### src/rtl/noc_pkg.sv
// ---------------------------------------------------------------------------
// noc_pkg : shared flit types and output-register states for the NoC arbiter
// Revision: 1.0
// ---------------------------------------------------------------------------
`default_nettype none

package noc_pkg;

  localparam int FLIT_W   = 9;
  localparam int ADDR_MSB = 8;
  localparam int ADDR_LSB = 5;
  localparam int ADDR_W   = 4;

  typedef logic [FLIT_W-1:0] flit_t;
  typedef logic [ADDR_W-1:0] noc_addr_t;

  typedef enum logic {
    OUT_EMPTY = 1'b0,
    OUT_FULL  = 1'b1
  } out_state_e;

  // Destination field as seen by the downstream decoder tree.
  function automatic noc_addr_t flit_addr(input flit_t f);
    return f[ADDR_MSB:ADDR_LSB];
  endfunction

endpackage

`default_nettype wire

### src/rtl/rr_arbiter.sv
// ---------------------------------------------------------------------------
// rr_arbiter : combinational round-robin grant, priority starts at ptr+1
// Revision: 1.0
// ---------------------------------------------------------------------------
`default_nettype none

module rr_arbiter #(
  parameter int N  = 4,
  parameter int SW = $clog2(N)
) (
  input  logic [N-1:0]  req_i,
  input  logic [SW-1:0] ptr_i,
  input  logic          en_i,
  output logic [N-1:0]  grant_o,
  output logic [SW-1:0] grant_idx_o
);

  localparam int DW = 2 * N;

  logic [DW-1:0] dbl_req;
  logic [DW-1:0] mask;
  logic [DW-1:0] masked;
  logic          found;
  int            first;

  // Upper copy is never masked, so the lowest surviving bit is the wrap-around winner.
  always_comb begin
    dbl_req = {req_i, req_i};
    mask    = {DW{1'b1}} << (int'(ptr_i) + 1);
    masked  = dbl_req & mask;
    found   = |masked;
    first   = 0;
    for (int j = DW - 1; j >= 0; j--) begin
      if (masked[j]) first = j;
    end
    grant_idx_o = (first >= N) ? SW'(first - N) : SW'(first);
    grant_o     = (en_i && found) ? (N'(1) << grant_idx_o) : '0;
  end

endmodule

`default_nettype wire

### src/rtl/noc_flit_rr_arbiter.sv
// ---------------------------------------------------------------------------
// noc_flit_rr_arbiter : N-way round-robin flit arbiter with one-entry output reg
// Revision: 1.0
// ---------------------------------------------------------------------------
`default_nettype none

module noc_flit_rr_arbiter
  import noc_pkg::*;
#(
  parameter int N  = 4,
  parameter int W  = FLIT_W,
  parameter int SW = $clog2(N)
) (
  input  logic           clk,
  input  logic           reset,
  input  logic [N*W-1:0] in_data,
  input  logic [N-1:0]   in_valid,
  output logic [N-1:0]   in_ready,
  input  logic [N-1:0]   port_en,
  output logic [W-1:0]   out_data,
  output logic [SW-1:0]  out_src,
  output logic           out_valid,
  input  logic           out_ready
);

  out_state_e    state_q;
  logic [W-1:0]  data_q;
  logic [SW-1:0] src_q;
  logic [SW-1:0] ptr_q;
  logic [SW-1:0] ptr_d;

  logic [N-1:0]  req;
  logic [N-1:0]  grant;
  logic [SW-1:0] grant_idx;
  logic          can_load;
  logic          load;
  logic [W-1:0]  win_flit;

  assign req      = in_valid & port_en;
  assign can_load = (state_q == OUT_EMPTY) || out_ready;

  rr_arbiter #(
    .N (N),
    .SW(SW)
  ) u_arb (
    .req_i      (req),
    .ptr_i      (ptr_q),
    .en_i       (can_load && !reset),
    .grant_o    (grant),
    .grant_idx_o(grant_idx)
  );

  assign in_ready = grant;
  assign load     = |grant;
  assign win_flit = in_data[int'(grant_idx)*W +: W];
  assign ptr_d    = load ? grant_idx : ptr_q;

  always_ff @(posedge clk) begin
    if (reset) begin
      state_q <= OUT_EMPTY;
      data_q  <= '0;
      src_q   <= '0;
      ptr_q   <= SW'(N - 1);
    end else begin
      case (state_q)
        OUT_EMPTY: if (load) state_q <= OUT_FULL;
        OUT_FULL:  if (out_ready && !load) state_q <= OUT_EMPTY;
        default:   state_q <= OUT_EMPTY;
      endcase
      if (load) begin
        data_q <= win_flit;
        src_q  <= grant_idx;
      end
      ptr_q <= ptr_d;
    end
  end

  assign out_valid = (state_q == OUT_FULL);
  assign out_data  = data_q;
  assign out_src   = src_q;

endmodule

`default_nettype wire
### config.mk
export PLATFORM = sky130hd
export DESIGN_NAME = noc_flit_rr_arbiter
export DESIGN_NICKNAME = d
export VERILOG_FILES = /design/src/rtl/noc_pkg.sv /design/src/rtl/rr_arbiter.sv /design/src/rtl/noc_flit_rr_arbiter.sv
export SDC_FILE = /design/constraint.sdc
export NUM_CORES = 1
export LEC_CHECK = 0
export BUFFER_PORTS_ARGS = -buffer_cell sky130_fd_sc_hd__buf_2
export CORE_MARGIN = 2
export CORE_UTILIZATION = 42
export CTS_CLUSTER_SIZE = 24
export DETAILED_ROUTE_END_ITERATION = 8
export HOLD_SLACK_MARGIN = 0.12
export PLACE_DENSITY_LB_ADDON = 0.15
export SETUP_SLACK_MARGIN = 0.3
export SYNTH_ARGS = -nofsm -noshare
export SYNTH_HDL_FRONTEND = slang
export SYNTH_SLANG_ARGS = --single-unit
### constraint.sdc
create_clock -name clk -period 2.16 [get_ports clk]
set_input_delay 0.432 -clock clk [delete_from_list [all_inputs] [get_ports clk]]
set_output_delay 0.432 -clock clk [all_outputs]
set_load 0.03 [all_outputs]
==> Flow_metrics.wiki <==
{| class="wikitable"
! Metric !! Value
|-
| Result of the run || complete, but fails checks
|-
| Violated checks || negative setup slack
|-
| Setup tns final || -0.00434 ns
|-
| Global placement routability congestion || slightly above 0.8
|-
| Number of CTS-inserted buffers || 3
|-
| Pins over their slew limit || 0
|-
| RSZ-0062 raised after global routing || yes
|-
| Most common library cell in the layout ignoring fill and taps || sky130_fd_sc_hd__buf_2
|-
| Number of sinks on the clock net || 14
|-
| Worst path max stage delay || about 0.35 ns
|-
| FP Rows || 17
|-
| Post-place setup slack || 0.0137 ns
|-
| Post-synthesis cell area || slightly below 0.001 mm2
|-
| Total leakage power || 0.762 nW
|-
| Max IR drop VDD || 0.519 mV
|-
| Overall routing resource usage || 26.7%
|-
| Worst min-delay path category || in -> reg
|-
| CP Capture Type || output pin
|-
| Die area || 0.00273 mm2
|-
| Fmax || 462 MHz
|-
| Total number of H-tree levels || 1
|-
| Startpoint of the lowest-slack hold path || in_data[8]
|-
| Final worst path period share || 100%
|-
| Reg clk slew, reported paths || approximately 0.090 ns
|-
| Area post-placement || 0.00146 mm2
|-
| Number of antenna violations at the first check in global routing || 0
|-
| Number of top-level pins || 63
|-
| Clock period minus final worst setup slack || 2.16 ns
|-
| Hold Crit Endpoint || out_data[8]
|-
| Critical Path Source Type || flop
|-
| # nets final || 248
|-
| Root buf cell || sky130_fd_sc_hd__clkbuf_4
|-
| Via count || 1335
|-
| Total Power Consumption || ~0.00095 W
|-
| Least-Margin Pin Slew || 0.320 ns
|-
| Final hold viol count || 0
|-
| Pwr dens || about 580 mW/mm2
|-
| P&R area growth vs syn || 66.5%
|-
| Cell depth of the worst flop-to-flop path || 9
|-
| Final HPWL from detailed placement || 2460 um
|-
| Remaining Overflow, GRT || 0
|-
| Number of distinct library cells after synthesis || 30
|-
| Net Count, Synth || 171
|-
| Share of layout cells above drive strength 1 || 56.5%
|-
| Remaining routing DRC violations || 0
|-
| Number of standard cells after synthesis || between 100 and 150
|-
| Vias in the first global route || 1221
|-
| Max-cap violations || 0
|-
| Pin count of the biggest net entering global routing || 13
|-
| I/O Buffers || slightly above 60
|-
| Pre-antenna DRT Iters || 4
|-
| Sequence of cells on the critical path || and3b_2 > a311o_1 > a21oi_2 > and4bb_1 > buf_6
|-
| Sequential area share after synthesis || 28.7%
|-
| Cell taking the most area after synthesis || sky130_fd_sc_hd__dfxtp_1
|-
| DRC marker count from the first detailed-route iteration || 21
|-
| Total of fill cells in the finished design || 187
|-
| Register Area || 284 um2
|-
| Final wirelength || 3510 um
|-
| Die boundary height || 52.2 um
|-
| Buf/Inv on CP || 1
|-
| Post-DR wirelength/cell || 15.4 um
|-
| Max stage delay cell, worst path || sky130_fd_sc_hd__dfxtp_2
|-
| Area used by multi-input combinational logic || 762 um2
|-
| Clock latency on the worst-skew pair || 0.28 ns
|-
| Post-synth top area share || between 20% and 30%
|-
| Warnings from Yosys || 0
|-
| Worst-path fanout max || 3
|-
| PnR worst setup slack || -0.00434 ns
|-
| Reg-to-reg slack, setup || 0.35 ns
|-
| RR Endpoint || out_data[1]
|-
| Number of flip-flops and latches in the synthesized netlist || 14
|-
| Crit path DAT || 1.73 ns
|-
| Mean instance size in the synthesized netlist || 7.87 um2
|-
| Finish-stage setup viols || 1
|-
| Post-detailed-route via-to-cell ratio || 5.86
|-
| Classification of the worst setup path || reg -> out
|-
| Number of antenna-violating nets in the routed design || 0
|-
| Bufs on Longest Clock Path || 2
|-
| Core outline area || 0.00221 mm2
|-
| DIE WIDTH || 52.2 um
|-
| Cell type group with the largest total delay on the critical path || simple AND/OR/NAND/NOR gates
|-
| Number of buffers inserted by hold repair at cts || 0
|-
| Commonest non-fill, non-tap cells in the layout || sky130_fd_sc_hd__buf_2 (58), sky130_fd_sc_hd__nand3_1 (18), sky130_fd_sc_hd__buf_4 (18), sky130_fd_sc_hd__dfxtp_1 (11)
|-
| Leading post-synthesis cells by cell area || sky130_fd_sc_hd__dfxtp_1 (29%), sky130_fd_sc_hd__nand3_1 (9.7%), sky130_fd_sc_hd__a211o_1 (9.0%)
|-
| Hold depth || 2
|-
| Initial Utilization || 44.1%
|-
| Worst clock skew || between 0.0009 and 0.001 ns
|-
| R2R Path Start || ptr_q[0]
|-
| Clock tree from TritonCTS || done
|-
| Final standard cell area without fillers || 0.00163 mm2
|-
| Slew headroom || 78.6%
|-
| Diode count || 0
|-
| Global-route wire length before repair || 5320 um
|-
| Critical path data required time || 1.73 ns
|}
## worst max path at each step
| stage | start | end | cells after the start |
|---|---|---|---|
| 6_report | ptr_q[0] | in_ready[0] | 5 |
| 5_1_grt | ptr_q[0] | in_ready[0] | 5 |
| 4_1_cts | ptr_q[0] | in_ready[0] | 5 |
| 3_5_place_dp | in_valid[1] | in_ready[0] | 6 |
| 3_3_place_gp | in_valid[1] | in_ready[0] | 6 |
| 2_1_floorplan | in_valid[0] | in_ready[1] | 6 |
## metrics by stage
step,std cells,hold slack (ns),util (%)
detailed placement,218,0.447,65.9
CTS,227,0.342,71.5
global route,228,0.340,73.5
finish,228,0.346,73.5
global placement,218,0.451,65.9
floorplan,124,0.545,-
## cell type report
class | instances | share of cell area [%]
Clock buffer | 4 | 2.23
Inverter | 1 | 0.231
Multi-Input combinational cell | 98 | 46.9
Sequential cell | 14 | 17.5
Tap cell | 28 | 2.16
Timing Repair Buffer | 83 | 31.0
## sequential cells by signal, summed over array words and instances, names as in the netlist
name and flops:
out_data 9, out_src 2, ptr_q 2, out_valid 1
## synth_stat cells
cell / n
sky130_fd_sc_hd__nand2_1: 6
sky130_fd_sc_hd__nor3_1: 1
sky130_fd_sc_hd__and4bb_1: 1
sky130_fd_sc_hd__or2_2: 1
sky130_fd_sc_hd__a22o_1: 2
sky130_fd_sc_hd__nor2_1: 7
sky130_fd_sc_hd__a22oi_1: 1
sky130_fd_sc_hd__nand3_1: 19
sky130_fd_sc_hd__dfxtp_1: 14
sky130_fd_sc_hd__o221a_2: 1
sky130_fd_sc_hd__a311o_1: 1
sky130_fd_sc_hd__a21oi_1: 4
sky130_fd_sc_hd__a221oi_1: 2
sky130_fd_sc_hd__clkbuf_1: 5
sky130_fd_sc_hd__a211o_1: 10
sky130_fd_sc_hd__a211oi_1: 9
sky130_fd_sc_hd__o221ai_1: 2
sky130_fd_sc_hd__buf_4: 2
sky130_fd_sc_hd__buf_2: 3
sky130_fd_sc_hd__buf_1: 1
sky130_fd_sc_hd__a21oi_2: 1
sky130_fd_sc_hd__and3b_1: 1
sky130_fd_sc_hd__o2bb2ai_1: 10
sky130_fd_sc_hd__and2_1: 2
sky130_fd_sc_hd__nor2b_1: 2
sky130_fd_sc_hd__o21bai_1: 1
sky130_fd_sc_hd__nand2b_1: 2
sky130_fd_sc_hd__o21ai_0: 11
sky130_fd_sc_hd__inv_1: 1
sky130_fd_sc_hd__nor3_2: 1
## kinds of logic after synthesis
kind of cell | share of synthesized area, %
AOI/OAI and AO/OA | 42.6
and+or+nand+nor | 22.9
buffers and inverters | 5.77
DFF | 28.7
## per-layer routing
metal	share of wire [%]	up-vias	GRT usage (%)	wire length [um]
met2	51	68	48.5	1800
met5	0	-	0	0
met4	1.8	0	13.7	64
met1	39	619	28.8	1380
met3	7.7	6	5.71	270
li1	-	642	-	-
## repair_timing
| action | CTS | global route |
|---|---|---|
| setup endpoints to repair | 4 | 9 |
| resized for setup | 13 | 12 |
| pin swaps | 5 | 6 |
| setup buffers | 5 | 1 |
## report_power, final
| part | internal [W] | leakage (nW) | switching (W) |
|---|---|---|---|
| sequential | 0.000294 | 0.115 | 0.0000219 |
| clock | 0.000103 | 0.0210 | 0.0000914 |
| combinational | 0.000187 | 0.626 | 0.000249 |
| total | 0.000584 | 0.762 | 0.000363 |
(Power assumes the default switching activity.)
